`src/rtl/muldiv_pkg.sv`:
```
// Shared encodings for the iterative multiply/divide unit: operation codes,
// sequencer states and small decode helpers.
package muldiv_pkg;

  typedef enum logic [1:0] {
    MD_UMULL = 2'b00,
    MD_SMULL = 2'b01,
    MD_UDIV  = 2'b10,
    MD_SDIV  = 2'b11
  } md_op_e;

  typedef enum logic [1:0] {
    S_IDLE = 2'b00,
    S_RUN  = 2'b01,
    S_FIX  = 2'b10,
    S_DONE = 2'b11
  } md_state_e;

  function automatic logic md_is_div(input md_op_e op);
    return (op == MD_UDIV) || (op == MD_SDIV);
  endfunction

  function automatic logic md_is_signed(input md_op_e op);
    return (op == MD_SMULL) || (op == MD_SDIV);
  endfunction

endpackage

```
`src/rtl/muldiv_sequencer_if.sv`:
```
// Execute-stage interface between the decoder/hazard unit (master) and the
// multiply/divide sequencer (slave).
interface muldiv_sequencer_if #(
  parameter int WIDTH = 32
) ();

  logic             Start;
  logic [1:0]       MDOp;
  logic [WIDTH-1:0] SrcA;
  logic [WIDTH-1:0] SrcB;
  logic             Flush;
  logic             Busy;
  logic             Done;
  logic             StallMD;
  logic [WIDTH-1:0] ResultLo;
  logic [WIDTH-1:0] ResultHi;
  logic             DivZero;

  modport master (
    output Start, MDOp, SrcA, SrcB, Flush,
    input  Busy, Done, StallMD, ResultLo, ResultHi, DivZero
  );

  modport slave (
    input  Start, MDOp, SrcA, SrcB, Flush,
    output Busy, Done, StallMD, ResultLo, ResultHi, DivZero
  );

endinterface

```
`src/rtl/muldiv_step.sv`:
```
// One iteration of the magnitude datapath: shift-add for multiply, or
// restoring trial-subtract-shift for divide. Purely combinational.
module muldiv_step #(
  parameter int WIDTH = 32
) (
  input  logic               i_is_div,
  input  logic [2*WIDTH-1:0] i_acc,
  input  logic [WIDTH:0]     i_rem,
  input  logic [WIDTH-1:0]   i_operand,
  output logic [2*WIDTH-1:0] o_acc,
  output logic [WIDTH:0]     o_rem
);

  logic [WIDTH:0]   w_sum;
  logic [WIDTH:0]   w_shift;
  logic [WIDTH+1:0] w_trial;

  always_comb begin
    // NOTE: every output gets a default before any branch so no latch is inferred.
    w_sum   = {1'b0, i_acc[2*WIDTH-1:WIDTH]} + (i_acc[0] ? {1'b0, i_operand} : '0);
    w_shift = {i_rem[WIDTH-1:0], i_acc[WIDTH-1]};
    w_trial = {1'b0, w_shift} - {2'b00, i_operand};
    o_acc   = {w_sum, i_acc[WIDTH-1:1]};
    o_rem   = i_rem;
    if (i_is_div) begin
      // Quotient bit is set when the trial subtraction did not borrow.
      o_acc = {i_acc[2*WIDTH-1:WIDTH], i_acc[WIDTH-2:0], ~w_trial[WIDTH+1]};
      o_rem = w_trial[WIDTH+1] ? w_shift : w_trial[WIDTH:0];
    end
  end

endmodule

```
`src/rtl/muldiv_sequencer.sv`:
```
// Iterative UMULL/SMULL/UDIV/SDIV sequencer: works on operand magnitudes for
// WIDTH cycles, fixes signs in one extra cycle, then pulses Done.
module muldiv_sequencer
  import muldiv_pkg::*;
#(
  parameter int WIDTH = 32
) (
  input  logic               clk,
  input  logic               reset,
  muldiv_sequencer_if.slave  md_if
);

  localparam int CW = $clog2(WIDTH);

  md_state_e          r_state;
  logic [CW-1:0]      r_cnt;
  logic               r_busy;
  logic               r_done;
  logic               r_divzero;
  logic [WIDTH-1:0]   r_result_lo;
  logic [WIDTH-1:0]   r_result_hi;

  md_op_e             r_op;
  logic               r_sign_a;
  logic               r_sign_b;
  logic [WIDTH-1:0]   r_operand;
  logic [2*WIDTH-1:0] r_acc;
  logic [WIDTH:0]     r_rem;

  md_op_e             w_op;
  logic               w_accept;
  logic               w_div_zero;
  logic               w_neg_a;
  logic               w_neg_b;
  logic [WIDTH-1:0]   w_abs_a;
  logic [WIDTH-1:0]   w_abs_b;
  logic [2*WIDTH-1:0] w_step_acc;
  logic [WIDTH:0]     w_step_rem;
  logic [WIDTH-1:0]   w_fix_lo;
  logic [WIDTH-1:0]   w_fix_hi;
  logic [2*WIDTH-1:0] w_neg_prod;

  assign w_op       = md_op_e'(md_if.MDOp);
  assign w_accept   = (r_state == S_IDLE) && md_if.Start && !md_if.Flush;
  assign w_div_zero = md_is_div(w_op) && (md_if.SrcB == '0);
  assign w_neg_a    = md_is_signed(w_op) && md_if.SrcA[WIDTH-1];
  assign w_neg_b    = md_is_signed(w_op) && md_if.SrcB[WIDTH-1];
  assign w_abs_a    = w_neg_a ? -md_if.SrcA : md_if.SrcA;
  assign w_abs_b    = w_neg_b ? -md_if.SrcB : md_if.SrcB;

  muldiv_step #(.WIDTH(WIDTH)) u_step (
    .i_is_div  (md_is_div(r_op)),
    .i_acc     (r_acc),
    .i_rem     (r_rem),
    .i_operand (r_operand),
    .o_acc     (w_step_acc),
    .o_rem     (w_step_rem)
  );

  // Sign correction applied while in FIX; INT_MIN cases fall out naturally.
  assign w_neg_prod = -r_acc;
  always_comb begin
    w_fix_lo = r_acc[WIDTH-1:0];
    w_fix_hi = r_acc[2*WIDTH-1:WIDTH];
    case (r_op)
      MD_SMULL: if (r_sign_a ^ r_sign_b) {w_fix_hi, w_fix_lo} = w_neg_prod;
      MD_UDIV:  w_fix_hi = r_rem[WIDTH-1:0];
      MD_SDIV: begin
        w_fix_lo = (r_sign_a ^ r_sign_b) ? -r_acc[WIDTH-1:0] : r_acc[WIDTH-1:0];
        w_fix_hi = r_sign_a ? -r_rem[WIDTH-1:0] : r_rem[WIDTH-1:0];
      end
      default: ;
    endcase
  end

  // NOTE: the datapath registers carry no reset; the FSM never consumes them before an accepted Start loads them.
  always_ff @(posedge clk) begin
    if (w_accept) begin
      r_op     <= w_op;
      r_sign_a <= w_neg_a;
      r_sign_b <= w_neg_b;
      r_rem    <= '0;
      if (md_is_div(w_op)) begin
        r_operand <= w_abs_b;
        r_acc     <= {{WIDTH{1'b0}}, w_abs_a};
      end else begin
        r_operand <= w_abs_a;
        r_acc     <= {{WIDTH{1'b0}}, w_abs_b};
      end
    end else if (r_state == S_RUN) begin
      r_acc <= w_step_acc;
      r_rem <= w_step_rem;
    end
  end

  // NOTE: sequential state uses non-blocking assignments so every register samples pre-edge values.
  always_ff @(posedge clk) begin
    if (!reset) begin
      r_state     <= S_IDLE;
      r_cnt       <= '0;
      r_busy      <= 1'b0;
      r_done      <= 1'b0;
      r_divzero   <= 1'b0;
      r_result_lo <= '0;
      r_result_hi <= '0;
    end else begin
      r_done <= 1'b0;
      case (r_state)
        S_IDLE: begin
          if (w_accept) begin
            r_cnt     <= CW'(WIDTH - 1);
            r_busy    <= 1'b1;
            r_divzero <= 1'b0;
            if (w_div_zero) begin
              r_state     <= S_DONE;
              r_done      <= 1'b1;
              r_divzero   <= 1'b1;
              r_result_lo <= '0;
              r_result_hi <= md_if.SrcA;
            end else begin
              r_state <= S_RUN;
            end
          end
        end
        S_RUN: begin
          if (md_if.Flush) begin
            r_state <= S_IDLE;
            r_busy  <= 1'b0;
          end else if (r_cnt == '0) begin
            r_state <= S_FIX;
          end else begin
            r_cnt <= r_cnt - 1'b1;
          end
        end
        S_FIX: begin
          if (md_if.Flush) begin
            r_state <= S_IDLE;
            r_busy  <= 1'b0;
          end else begin
            r_state     <= S_DONE;
            r_done      <= 1'b1;
            r_result_lo <= w_fix_lo;
            r_result_hi <= w_fix_hi;
          end
        end
        S_DONE: begin
          r_state <= S_IDLE;
          r_busy  <= 1'b0;
        end
        default: begin
          r_state <= S_IDLE;
          r_busy  <= 1'b0;
        end
      endcase
    end
  end

  assign md_if.Busy     = r_busy;
  assign md_if.Done     = r_done;
  assign md_if.DivZero  = r_divzero;
  assign md_if.ResultLo = r_result_lo;
  assign md_if.ResultHi = r_result_hi;
  assign md_if.StallMD  = w_accept || (r_state == S_RUN) || (r_state == S_FIX);

endmodule

```
`src/flat_wrapper.sv`:
```
// flat-port wrapper written by rule: the top's interface ports become plain ports
module muldiv_sequencer_flat import muldiv_pkg::*;
#(
  parameter int WIDTH = 32
)
  (clk, reset, md_if_Start, md_if_MDOp, md_if_SrcA, md_if_SrcB, md_if_Flush, md_if_Busy, md_if_Done, md_if_StallMD, md_if_ResultLo, md_if_ResultHi, md_if_DivZero);
  muldiv_sequencer_if #(.WIDTH(WIDTH)) md_if_i ();
  input  logic clk;
  input  logic reset;
  input wire logic [$bits(md_if_i.Start)-1:0] md_if_Start;
  input wire logic [$bits(md_if_i.MDOp)-1:0] md_if_MDOp;
  input wire logic [$bits(md_if_i.SrcA)-1:0] md_if_SrcA;
  input wire logic [$bits(md_if_i.SrcB)-1:0] md_if_SrcB;
  input wire logic [$bits(md_if_i.Flush)-1:0] md_if_Flush;
  output wire logic [$bits(md_if_i.Busy)-1:0] md_if_Busy;
  output wire logic [$bits(md_if_i.Done)-1:0] md_if_Done;
  output wire logic [$bits(md_if_i.StallMD)-1:0] md_if_StallMD;
  output wire logic [$bits(md_if_i.ResultLo)-1:0] md_if_ResultLo;
  output wire logic [$bits(md_if_i.ResultHi)-1:0] md_if_ResultHi;
  output wire logic [$bits(md_if_i.DivZero)-1:0] md_if_DivZero;
  assign md_if_i.Start = md_if_Start;
  assign md_if_i.MDOp = md_if_MDOp;
  assign md_if_i.SrcA = md_if_SrcA;
  assign md_if_i.SrcB = md_if_SrcB;
  assign md_if_i.Flush = md_if_Flush;
  assign md_if_Busy = md_if_i.Busy;
  assign md_if_Done = md_if_i.Done;
  assign md_if_StallMD = md_if_i.StallMD;
  assign md_if_ResultLo = md_if_i.ResultLo;
  assign md_if_ResultHi = md_if_i.ResultHi;
  assign md_if_DivZero = md_if_i.DivZero;
  muldiv_sequencer #(.WIDTH(WIDTH)) u_core (.clk(clk), .reset(reset), .md_if(md_if_i));
endmodule
```
`config.mk`:
```
export PLATFORM = sky130hd
export DESIGN_NAME = muldiv_sequencer_flat
export DESIGN_NICKNAME = d
export VERILOG_FILES = /design/src/rtl/muldiv_pkg.sv /design/src/rtl/muldiv_sequencer_if.sv /design/src/rtl/muldiv_step.sv /design/src/rtl/muldiv_sequencer.sv /design/src/flat_wrapper.sv
export SDC_FILE = /design/constraint.sdc
export NUM_CORES = 1
export LEC_CHECK = 0
export ABC_CLOCK_PERIOD_IN_PS = 7400
export CORE_ASPECT_RATIO = 1.1
export CORE_MARGIN = 4
export CORE_UTILIZATION = 42
export CTS_CLUSTER_DIAMETER = 200
export DETAILED_ROUTE_END_ITERATION = 8
export PLACE_DENSITY = 0.71
export SYNTH_ARGS = -nofsm -noshare
export SYNTH_HDL_FRONTEND = slang
export SYNTH_SLANG_ARGS = --single-unit
```
`constraint.sdc`:
```
create_clock -name clk -period 7.4 [get_ports clk]
set_clock_uncertainty 0.15 [all_clocks]
set_input_delay 0.74 -clock clk [delete_from_list [all_inputs] [get_ports clk]]
set_output_delay 0.74 -clock clk [all_outputs]
set_load 0.03 [all_outputs]
```
After elaboration in Yosys (flattened, before gate mapping)
Cells that the tools add are included.
{ "word_totals": {"regBits": 206, "in_bits": 70, "output_inout_bits": 68, "elab_cells": 106} }
{ "op_classes": {"addsub": 8, "eq_ne": 17, "muxes": 40, "bitwise": 2, "n_reduce_logical": 25} }
{ "op_table": {"columns": ["op", "n"], "rows": [
  ["32-bit 2-to-1 mux", 16],
  ["64-bit 2-to-1 mux", 3],
  ["32-bit case mux with 2 select lines", 3],
  ["32-bit negator", 4],
  ["32-bit case mux with 3 select lines", 1],
  ["64-bit negator", 1],
  ["33-bit by 32-bit subtractor with 34-bit output", 1],
  ["32-bit by 33-bit adder with 33-bit output", 1],
  ["32-bit zero test", 1],
  ["5-bit 2-to-1 mux", 3],
  ["2-bit == test (second input constant)", 6],
  ["2-bit 2-to-1 mux", 5],
  ["5-bit case mux with 2 select lines", 1],
  ["2-bit AND reduction", 5],
  ["2-bit by 1-bit inequality test with 1-bit output (second input constant)", 4],
  ["2-bit case mux with 4 select lines", 1],
  ["4-bit AND reduction", 2],
  ["2-bit by 1-bit == test with 1-bit output (second input constant)", 3],
  ["2-bit inequality test (second input constant)", 3],
  ["2-bit nonzero test", 3],
  ["1-bit logical AND", 5],
  ["5-bit zero test", 1],
  ["1-bit logical OR", 5],
  ["1-bit 2-to-1 mux", 5],
  ["other kinds (9)", 9]
]} }

Longest topological paths before layout
Gate-level depths: netlist of run 1.
{ "logic_depth": {"depth_word": 6, "ltp_mapped": 14, "mapped_depth_nobuf": 14} }

Modules after synthesis
From an unflattened synthesis of run 1, not the netlist that was laid out.
{ "unflattened": {"cells_unflattened": 2152, "area_unflattened_um2": 17610.6} }
{ "by_module_without_submodules": {"columns": ["mod", "instances", "cells_per_inst", "area_each_um2", "seq_area_each_um2"], "rows": [
  ["muldiv_sequencer", 1, 1400, 12567.1, 5144.9],
  ["muldiv_step", 1, 752, 5043.6, 0.0]
]} }

Worst setup path before layout of run 1
No wires, ideal clock.
{ "synth_path": {"path_type": "reg2reg", "start": "register u_core.r_op[1]", "end": "register u_core.r_acc[32] (enable)", "arrival_time_ns": 3.432, "setup_slack_ns": 3.353, "path_stages_with_launch": 5, "path_buffers": 3, "cell_sequence": "edfxtp_1 clkbuf_1 clkbuf_1 buf_1 o21ai_0"} }
{ "synth_between": {"elab_chain_len": 4, "elab_cells_between_ends": 5, "classes_between": "eq/ne: 3; reduce/logical: 2"} }
{ "synth_rtl": {"columns": ["element", "line_no", "text"], "rows": [
  ["start, declared", "muldiv_sequencer.sv:23", "md_op_e r_op;"],
  ["start signal, assigned", "muldiv_sequencer.sv:79", "r_op <= w_op;"],
  ["2-bit == test", "muldiv_pkg.sv:20", "return (op == MD_UDIV) || (op == MD_SDIV);"],
  ["1-bit logical OR *", "muldiv_pkg.sv:20", null],
  ["2-bit by 1-bit inequality test with 1-bit output (no source line) *", null, null],
  ["2-bit AND reduction (no source line) *", null, null],
  ["end signal, assigned", "muldiv_sequencer.sv:85", "r_acc <= {{WIDTH{1'b0}}, w_abs_a};"],
  ["end signal, assigned", "muldiv_sequencer.sv:88", "r_acc <= {{WIDTH{1'b0}}, w_abs_b};"],
  ["end signal, assigned", "muldiv_sequencer.sv:91", "r_acc <= w_step_acc;"],
  ["end, declared", "muldiv_sequencer.sv:27", "logic [2*WIDTH-1:0] r_acc;"]
]} }
Every way passes the cells marked *; elsewhere a longest branch is shown, timed or not.
A chain may end at the register's enable or synchronous reset.

Worst setup path in the final report of run 1
{ "layout_path": {"start": "input md_if_SrcB[3]", "end": "register u_core.r_result_lo[17] (netlist: u_core.md_if.ResultLo[17])"} }
{ "layout_between": {"elab_chain_len": 4} }
{ "layout_rtl": {"columns": ["element", "line_no", "text"], "rows": [
  ["start, declared", "flat_wrapper.sv:13", "input wire logic [$bits(md_if_i.SrcB)-1:0] md_if_SrcB;"],
  ["32-bit zero test", "muldiv_sequencer.sv:45", "assign w_div_zero = md_is_div(w_op) && (md_if.SrcB == '0);"],
  ["1-bit logical AND", "muldiv_sequencer.sv:45", null],
  ["2-bit by 1-bit inequality test with 1-bit output (no source line)", null, null],
  ["4-bit AND reduction (no source line)", null, null],
  ["end signal, assigned", "muldiv_sequencer.sv:142", "r_result_lo <= w_fix_lo;"],
  ["end, declared", "muldiv_sequencer.sv:20", "logic [WIDTH-1:0] r_result_lo;"]
]} }
No other way between the ends.

==> key figures, run 1 <==
Die
  • Core area: 37500 µm²
  • Initial Util: 42.8%
  • Die height: 213 µm
  • Die width: 194 µm
  • Die footprint: 41400 µm²
  • Num ports: 138
  • Std-Cell Rows: 74

Critical path
  • Critical path class: in -> reg
  • Crit-path max FO: 39
  • Crit. End Element: flop
  • RR Endpoint: u_core.r_acc[62]
  • Start point of the critical path: md_if_SrcB[3]
  • Worst r2r src: u_core.r_acc[0]
  • Arrival @ worst endpoint: 5.57 ns
  • FF-to-FF setup slack: 2.72 ns
  • Reg2reg path depth: 13
  • Worst EP required: 7.70 ns
  • CP Launch Type: input port

Finish
  • Register cell area after layout: 5120 µm²
  • Highest-count cells in the layout ignoring fill and taps: nor2_1 (220), a21oi_1 (190), o21ai_0 (161)
  • Area delta synth->final: 15.9%
  • Final nets: 2168
  • Multi-input logic area: 10300 µm²
  • Fraction of layout cells with a size suffix above 1: 4.16%
  • Diode count: 0
  • Fillers: 3553
  • Commonest non-fill, non-tap cell in the layout: nor2_1

Hold path
  • Worst hold-check path type: reg -> reg
  • Hold Startpoint: u_core.md_if.ResultLo[2]
  • Worst Hold End: u_core.md_if.ResultLo[2]
  • Hold depth: 2

Route
  • Drt drc: 0
  • Post-DR wirelength/cell: 20.5 µm
  • Via count: 15.2k
  • DR iter-0 viols: 1544
  • Vias per cell: 5.98
  • DRT antenna net count: 0
  • TritonRoute pass-1 iters: 6
  • Total routed wirelength: 52.0 mm

Power and ir drop
  • Power Total: 6.48 mW
  • Lkg Pwr: 7.21 nW
  • Power Dens Cells: 348 nW/µm²
  • VDD IR max: 0.213 mV

STA
  • Fin crit period: 5.27 ns
  • RSZ-0062 raised after global routing: no
  • Fmax: 190 MHz
  • Slew Limit Fails: 0
  • Final Cycle Share: 71.2%
  • Final setup viols: 0
  • Hold Vio Cnt, Final: 0
  • Rel. slew slack: 15.2%
  • Setup TNS Final: 0 ns
  • Least-Margin Pin Slew: 1.27 ns

Place
  • RD Place Congestion: 0.927
  • PortBufs: 137
  • Final HPWL DP: 39.1 mm

Logic synthesis
  • Top cells by area, synth: edfxtp_1 (19%), dfxtp_1 (13%), mux2i_1 (7.8%)
  • Mapped cell area: 16100 µm²
  • Number of synthesized flops with an enable pin: 100
  • Seq/Total Area, Yosys: 31.9%
  • Mean post-synth cell area: 8.25 µm²
  • Adder-Cell Fraction of Synth Area: 5.94%
  • Unique masters post-synth: 79
  • Synth Area in Compound Gates: 21.4%
  • Async set-reset flop share out of synthesis: 0%
  • Number of synthesized register bits: 206
  • Largest family of logic cells by synthesized area: compound AO/OA/AOI/OAI gates
  • YS warnings: 0
  • Simple-Gate Fraction of Synth Area: 18.4%
  • Post-Synth XOR/XNOR Area: 10.3%
  • Area leader, netlist: edfxtp_1
  • Yosys top cell area share: 18.7%
  • Mux contribution to synthesized area: 7.86%
  • Cells after Synth: 1946
  • Most used DFF post-synth: dfxtp_1
  • Mapped Nets: 2091

Job
  • Max_cap viols: 0

Clocking
  • Post-cts hold buffer count: 0
  • Worst-Skew Late Latency: 0.53 ns
  • CTS max path bufs: 3
  • CTS Sinks: 206
  • Clk slew on worst S/H paths: 0.06 ns
  • TritonCTS clock tree: yes
  • Num CTS Buffers: 25
  • CTS resizes: 0
  • H-tree level count: 1
  • Postcts setup bufs: 0
  • Clk Tree Root Cell: clkbuf_16

GRT
  • Total global routing overflow: 0
  • Vias in the first global route: 14.1k
  • First-pass GRT wire length: 80.2 mm
  • Initial antenna violation count: 0
  • Total GRT Usage: 23.9%
  • Pin count of the biggest net entering global routing: 73

Outcome
  • Status: finished, final reports clean
-- synthesized netlist by cell type, types with 14 or more instances --
master,instances
a31oi_1,16
nor2b_1,17
mux2i_1,125
o21a_1,14
dfxtp_1,106
o31ai_1,20
a21o_1,48
nor2_1,220
nand3_1,40
inv_1,69
o21ai_0,162
or3_1,15
clkbuf_1,76
xnor2_1,102
nand2_1,151
edfxtp_1,100
xor2_1,87
ha_1,73
nor3_1,55
a21oi_1,191
nand2b_1,20
a211oi_1,35
-- flip-flops by register name (all words and copies together), names as in the netlist --
register / cells
u_core.r_acc: 64
u_core.md_if.ResultHi: 32
u_core.md_if.ResultLo: 32
u_core.r_operand: 32
u_core.r_rem: 32
u_core.r_cnt: 5
u_core.r_op: 2
u_core.r_state: 2
u_core.md_if.Busy: 1
u_core.md_if.DivZero: 1
u_core.md_if.Done: 1
u_core.r_sign_a: 1
u_core.r_sign_b: 1
-- worst max-delay path: stages --
cell	delay (ns)
clkdlybuf4s50_1	0.47
nor3_1	0.36
nand4b_1	0.26
nor3b_1	1.01
nand3_1	0.46
nor4_2	0.65
nand2_1	0.29
o21ai_4	0.17
buf_4	0.40
and2_1	0.44
a22oi_1	0.14
nor2_1	0.14
-- per-layer routing --
metal | GRT usage (%) | wire, µm | share of wire [%] | vias to the layer above
met4 | 7.59 | 1720 | 3.3 | 0
met2 | 39.7 | 24100 | 46 | 618
met5 | 0 | 0 | 0 | -
li1 | - | - | - | 7197
met3 | 2.79 | 3590 | 6.9 | 97
met1 | 32.7 | 22600 | 43 | 7247
-- where the power goes --
| group | internal (mW) | switching [mW] | leakage [nW] |
|---|---|---|---|
| sequential | 1.58 | 0.399 | 1.81 |
| clock | 0.768 | 0.522 | 0.402 |
| combinational | 1.29 | 1.92 | 5.00 |
| total | 3.64 | 2.84 | 7.21 |
-- worst max path at each step --
stage                                      to  slack [ns]  cells past startpoint
floorplan                    u_core.r_acc[32]        3.35                      4
global placement    u_core.md_if.ResultLo[14]        2.13                     12
detailed placement  u_core.md_if.ResultLo[17]        1.83                     12
CTS                 u_core.md_if.ResultLo[17]        2.33                     12
global route        u_core.md_if.ResultLo[17]        2.04                     12
finish              u_core.md_if.ResultLo[17]        2.13                     12
-- through the flow --
stage	util [%]	std cells	hold slack [ns]	setup slack [ns]	area (µm²)
2_1_floorplan	-	1946	0.311	3.35	16100
3_3_place_gp	47.4	2490	0.290	2.13	17800
3_5_place_dp	47.4	2490	0.298	1.83	17800
4_1_cts	49.6	2535	0.306	2.33	18600
5_1_grt	49.6	2535	0.318	2.04	18600
6_report	49.6	2535	0.307	2.13	18600
-- layout make-up --
cell class | count | area share (%)
clock buffers | 34 | 3.76
clock inverters | 11 | 0.753
inverters | 70 | 1.41
multi-input cells | 1568 | 55.3
flip-flops and latches | 206 | 27.5
well taps | 494 | 3.32
repair buffers | 152 | 7.96
-- cells by family (layout without fill, tap and decap cells) --
group / count (synthesis) / in the layout
xor gates and xnor gates: 189 / 189
muxes: 126 / 126
buffers and inverters: 172 / 267
and+or+nand+nor: 612 / 612
DFF: 206 / 206
AOI/OAI and AO/OA: 566 / 566
adders and majority gates: 75 / 75
Note: power is estimated with default switching activity, not from simulation.
==> inputs of run 2 (changes only) <==
- ABC_CLOCK_PERIOD_IN_PS: 7400 -> 4700
- PLACE_DENSITY: 0.71 -> 0.73
- clock period: 7.4 -> 4.7 ns (I/O delays scaled with it)
==> run 2 against run 1 <==
Compared with the run above:
- global-route usage barely moved
- critical endpoint is now u_core.r_acc[61]
- die area did not move
- count of clock-buffer cells in the layout did not move
==> key figures, run 2 (same netlist as run 1, synthesis figures left out) <==
Route
  • DRT antenna net count: 0
  • Post-DR wirelength/cell: 20.4 µm
  • TritonRoute pass-1 iters: 6
  • Vias per cell: 5.95
  • Total routed wirelength: 52.1 mm
  • DR iter-0 viols: 1499
  • Drt drc: 0
  • Via count: 15.2k

Power and ir drop
  • Sequential power share: 30.9%
  • Clock power share: 18.8%
  • Power Dens Cells: 541 nW/µm²
  • Comb power frac: 50.4%
  • Net Switching: 4.46 mW
  • Sw Ratio: 44.1%
  • VDD IR max: 0.276 mV
  • Lkg Pwr: 7.28 nW
  • Pint: 5.65 mW

Clocking
  • Clk Tree Root Cell: clkbuf_16
  • H-tree level count: 1
  • Clk slew on worst S/H paths: 0.06 ns
  • Worst-Skew Late Latency: 0.53 ns
  • Post-cts hold buffer count: 0
  • TritonCTS clock tree: yes
  • Num CTS Buffers: 25
  • CTS Sinks: 206
  • Postcts setup bufs: 0
  • CTS max path bufs: 3
  • CTS resizes: 0

Critical path
  • Critical path class: reg -> reg
  • Reg2reg path depth: 14
  • FF-to-FF setup slack: 0.58 ns
  • CP Launch Type: flop
  • Crit-path max FO: 13
  • Worst EP required: 4.82 ns
  • Worst r2r src: u_core.r_acc[0]
  • RR Endpoint: u_core.r_acc[61]
  • Arrival @ worst endpoint: 4.24 ns
  • Crit. End Element: flop

Job
  • Max_cap viols: 0

STA
  • Hold Vio Cnt, Final: 0
  • Rel. slew slack: 33.2%
  • Final setup viols: 0
  • RSZ-0062 raised after global routing: no
  • Fmax: 243 MHz
  • Slew Limit Fails: 0
  • Final Cycle Share: 87.7%
  • Least-Margin Pin Slew: 1.00 ns
  • Fin crit period: 4.12 ns
  • Setup TNS Final: 0 ns

Finish
  • Commonest non-fill, non-tap cell in the layout: nor2_1
  • Highest-count cells in the layout ignoring fill and taps: nor2_1 (220), a21oi_1 (190), o21ai_0 (161)
  • Final nets: 2182
  • Layout Utilization: 49.8%
  • Fraction of layout cells with a size suffix above 1: 4.91%
  • Area delta synth->final: 16.4%
  • Diode count: 0
  • Largest Register: u_core.r_acc
  • Largest register FFs: 64
  • Fillers: 3551

Die
  • Die width: 194 µm
  • Std-Cell Rows: 74
  • Num ports: 138
  • Die height: 213 µm
  • Initial Util: 42.8%
  • Core area: 37500 µm²
  • Die footprint: 41400 µm²

Hold path
  • Worst Hold End: u_core.r_operand[4]
  • Hold Startpoint: md_if_MDOp[1]
  • Hold depth: 2
  • Worst hold-check path type: in -> reg

GRT
  • Vias in the first global route: 14.2k
  • Pin count of the biggest net entering global routing: 105
  • Total global routing overflow: 0
  • Total GRT Usage: 23.9%
  • First-pass GRT wire length: 80.1 mm
  • Initial antenna violation count: 0

Place
  • PortBufs: 137
  • Final HPWL DP: 40.0 mm
  • RD Place Congestion: 0.950

Outcome
  • Status: finished, final reports clean
## run 2: cell count changes in the layout (fill, tap and decap cells not counted)
cell / previous run / this run
clkinv_2: 3 / 9
clkbuf_1: 6 / 4
buf_12: 0 / 2
bufinv_16: 3 / 1
clkbuf_8: 2 / 5
buf_4: 16 / 28
clkinvlp_4: 3 / 0
clkbuf_16: 26 / 25
clkinv_4: 1 / 0
## run 2: per-layer routing
layer,track usage [%],up-vias,wire length [µm]
met3,2.70,104,3840
li1,-,7204,-
met2,39.3,635,24100
met5,0,-,0
met1,32.7,7221,22200
met4,8.29,0,1980
## run 2: power groups by stage
| stage | logic (mW) | clock network, mW | registers, mW |
|---|---|---|---|
| floorplan | 3.72 | 0 | 2.98 |
| global placement | 4.91 | 0 | 3.11 |
| detailed placement | 5.00 | 0 | 3.13 |
| CTS | 5.03 | 1.91 | 3.09 |
| global route | 5.60 | 1.98 | 3.17 |
| finish | 5.09 | 1.90 | 3.12 |
## run 2: through the flow
stage	hold WS, ns	cells	power (mW)	cell area [µm²]	setup WS, ns
6_report	0.254	2549	10.1	18700	0.576
5_1_grt	0.271	2549	10.8	18700	0.359
4_1_cts	0.233	2549	10.0	18700	0.654
3_5_place_dp	0.295	2504	8.13	17900	0.457
3_3_place_gp	0.293	2504	8.02	17900	0.483
2_1_floorplan	0.311	1946	6.70	16100	0.653
## run 2: worst max-delay path by stage
| stage | from | endpoint | slack (ns) | depth (start not counted) |
|---|---|---|---|---|
| CTS | u_core.r_acc[0] | u_core.r_acc[61] | 0.65 | 14 |
| global route | u_core.r_acc[0] | u_core.r_acc[62] | 0.36 | 13 |
| floorplan | u_core.r_op[1] | u_core.r_acc[32] | 0.65 | 4 |
| global placement | md_if_SrcB[0] | u_core.md_if.ResultHi[30] | 0.48 | 13 |
| detailed placement | md_if_SrcB[3] | u_core.md_if.ResultHi[30] | 0.46 | 12 |
| finish | u_core.r_acc[0] | u_core.r_acc[61] | 0.58 | 14 |
## run 2: final cells by class
| type | instances | area, µm² | share of cell area (%) |
|---|---|---|---|
| Sequential cell | 206 | 5120 | 27.4 |
| Tap cell | 494 | 618 | 3.31 |
| Clock inverter | 11 | 78.8 | 0.422 |
| Timing Repair Buffer | 166 | 1610 | 8.62 |
| Inverter | 70 | 263 | 1.41 |
| Clock buffer | 34 | 709 | 3.80 |
| Multi-Input combinational cell | 1568 | 10300 | 55.0 |
## run 2: worst max-delay path, cell delays in order (launching register included)
cell and delay, ns:
edfxtp_1 0.47, inv_1 0.41, buf_4 0.24, nor2_1 0.06, ha_1 0.35, a21o_1 0.20, a21o_1 0.16, a21o_1 0.18
nor3b_1 0.17, a21oi_1 0.15, a311o_1 0.43, a221o_1 0.37, a31oi_1 0.25, xor2_1 0.18, nor2_1 0.06
==> inputs of run 3 (changes only) <==
- ABC_CLOCK_PERIOD_IN_PS: 4700 -> 4600
- PLACE_DENSITY: 0.73 -> 0.71
- SKIP_LAST_GASP: default -> 1
- clock period: 4.7 -> 4.6 ns (I/O delays scaled with it)
==> run 3 against run 2 <==
Compared with the run above:
- cell count is 0.31% higher
- sequential share of layout area shrank 0.19 points
- critical path depth did not move
- via count is 1.1% higher
- utilization rose by 0.34 points
- clock power grew 13%
- sequential power grew 2%
- sequential cell count unchanged
- first-iteration DRC count down 2.6%
- die area is the same
==> key figures, run 3 (same netlist as run 1, synthesis figures left out) <==
Outcome
  • Status: finished, final reports clean

STA
  • Setup TNS Final: 0 ns
  • Final setup viols: 0
  • RSZ-0062 raised after global routing: no
  • Final Cycle Share: 87.9%
  • Fmax: 247 MHz
  • Fin crit period: 4.04 ns
  • Least-Margin Pin Slew: 1.07 ns
  • Hold Vio Cnt, Final: 0
  • Rel. slew slack: 28.9%
  • WHS: 0.106 ns
  • Slew Limit Fails: 0

GRT
  • Vias in the first global route: 14.3k
  • Initial antenna violation count: 0
  • First-pass GRT wire length: 80.5 mm
  • Total global routing overflow: 0
  • Pin count of the biggest net entering global routing: 69
  • Total GRT Usage: 24.0%

Clocking
  • Postcts setup bufs: 0
  • Worst-Skew Late Latency: 0.56 ns
  • Num CTS Buffers: 26
  • CTS max path bufs: 3
  • Clk slew on worst S/H paths: 0.06 ns
  • H-tree level count: 1
  • CTS resizes: 0
  • Clk Tree Root Cell: clkbuf_16
  • Post-cts hold buffer count: 0
  • CTS Sinks: 206
  • TritonCTS clock tree: yes

Critical path
  • Crit-path max FO: 15
  • Arrival @ worst endpoint: 4.18 ns
  • Worst stage delay on the critical path: 0.47 ns
  • RR Endpoint: u_core.r_acc[62]
  • CP bufs+invs: 2
  • CP Launch Type: flop
  • Crit path max-delay family: compound AO/OA/AOI/OAI gates
  • Critical path class: reg -> reg
  • Most common cell on crit path: nor2_1
  • FF-to-FF setup slack: 0.56 ns
  • Crit. End Element: flop
  • Worst EP required: 4.73 ns
  • Reg2reg path depth: 14
  • Worst r2r src: u_core.r_acc[0]
  • Crit-path cells: inv_1 -> buf_4 -> nor2_1 -> ha_1 -> a21o_1 -> a21oi_1 -> o22ai_1 -> o21a_1 -> a311o_1 -> a31oi_1 -> o21ai_0 -> a221oi_1 -> xor2_1 -> nor2_1
  • Critical path's slowest cell: edfxtp_1

Route
  • Post-DR wirelength/cell: 20.4 µm
  • Vias per cell: 6.00
  • Via count: 15.3k
  • Total routed wirelength: 52.3 mm
  • DRT antenna net count: 0
  • Drt drc: 0
  • TritonRoute pass-1 iters: 6
  • DR iter-0 viols: 1460

Die
  • Std-Cell Rows: 74
  • Die footprint: 41400 µm²
  • Core area: 37500 µm²
  • Initial Util: 42.8%
  • Die height: 213 µm
  • Die width: 194 µm
  • Num ports: 138

Power and ir drop
  • Lkg Pwr: 7.34 nW
  • Clock power share: 20.3%
  • Sequential power share: 30.3%
  • VDD IR max: 0.303 mV
  • Pint: 5.91 mW
  • Power Dens Cells: 559 nW/µm²
  • Sw Ratio: 43.9%
  • Comb power frac: 49.3%
  • Net Switching: 4.62 mW

Place
  • Placed cell count: 2509
  • Final HPWL DP: 39.8 mm
  • PortBufs: 137
  • RD Place Congestion: 0.961

Finish
  • Highest-count cells in the layout ignoring fill and taps: nor2_1 (220), a21oi_1 (190), o21ai_0 (161)
  • Fraction of layout cells with a size suffix above 1: 5.33%
  • Largest Register: u_core.r_acc
  • Final nets: 2188
  • Commonest non-fill, non-tap cell in the layout: nor2_1
  • Largest register FFs: 64
  • Fillers: 3529
  • Area delta synth->final: 17.2%
  • Final non-filler cell total: 2557
  • Diode count: 0

Hold path
  • Worst hold-check path type: in -> reg
  • Hold depth: 1
  • Worst Hold End: u_core.r_op[1]
  • Hold Startpoint: md_if_MDOp[1]

Job
  • Max_cap viols: 0
## run 3: metal layers
metal	global-route usage [%]	up-vias	wire [µm]
li1	-	7212	-
met1	32.7	7304	22400
met2	38.3	683	23300
met3	4.28	138	4500
met4	9.24	0	2060
met5	0	-	0
## run 3: worst max-delay path by stage
stage                                from                  endpoint  slack [ns]  cells past startpoint
after floorplan            u_core.r_op[1]          u_core.r_acc[32]        0.55                      4
after global placement      md_if_SrcB[0]  u_core.md_if.ResultHi[7]        0.23                     13
after detailed placement    md_if_SrcB[0]  u_core.md_if.ResultLo[6]        0.23                     13
after CTS                 u_core.r_acc[0]          u_core.r_acc[61]        0.65                     14
after global routing      u_core.r_acc[0]          u_core.r_acc[61]        0.33                     14
final                     u_core.r_acc[0]          u_core.r_acc[62]        0.56                     14
## run 3: worst register-to-register path: stages, from the launching register on
cell      delay, ns
edfxtp_1       0.47
inv_1          0.44
buf_4          0.25
nor2_1         0.05
ha_1           0.35
a21o_1         0.20
a21oi_1        0.18
o22ai_1        0.11
o21a_1         0.17
a311o_1        0.35
a31oi_1        0.25
o21ai_0        0.20
a221oi_1       0.37
xor2_1         0.18
nor2_1         0.05
## run 3: power groups by stage
stage | combinational [mW] | clock [mW] | sequential, mW
4_1_cts | 5.12 | 2.16 | 3.17
6_report | 5.19 | 2.14 | 3.19
2_1_floorplan | 3.80 | 0 | 3.05
3_3_place_gp | 4.99 | 0 | 3.18
3_5_place_dp | 5.08 | 0 | 3.20
5_1_grt | 5.72 | 2.24 | 3.25
## run 3: cell type report
type	instances	area, µm²	share of cell area, %
multi-input cells	1568	10300	54.7
flip-flops and latches	206	5120	27.2
repair buffers	171	1620	8.63
clock buffers	34	786	4.18
well taps	494	618	3.28
inverters	70	263	1.40
clock inverters	14	118	0.625
## run 3: metrics by stage
stage / setup slack (ns) / area [µm²] / utilization (%) / total power [mW]
CTS: 0.647 / 18800 / 50.2 / 10.5
floorplan: 0.553 / 16100 / - / 6.85
global placement: 0.233 / 17900 / 47.8 / 8.17
global route: 0.331 / 18800 / 50.2 / 11.2
finish: 0.556 / 18800 / 50.2 / 10.5
detailed placement: 0.229 / 17900 / 47.8 / 8.29
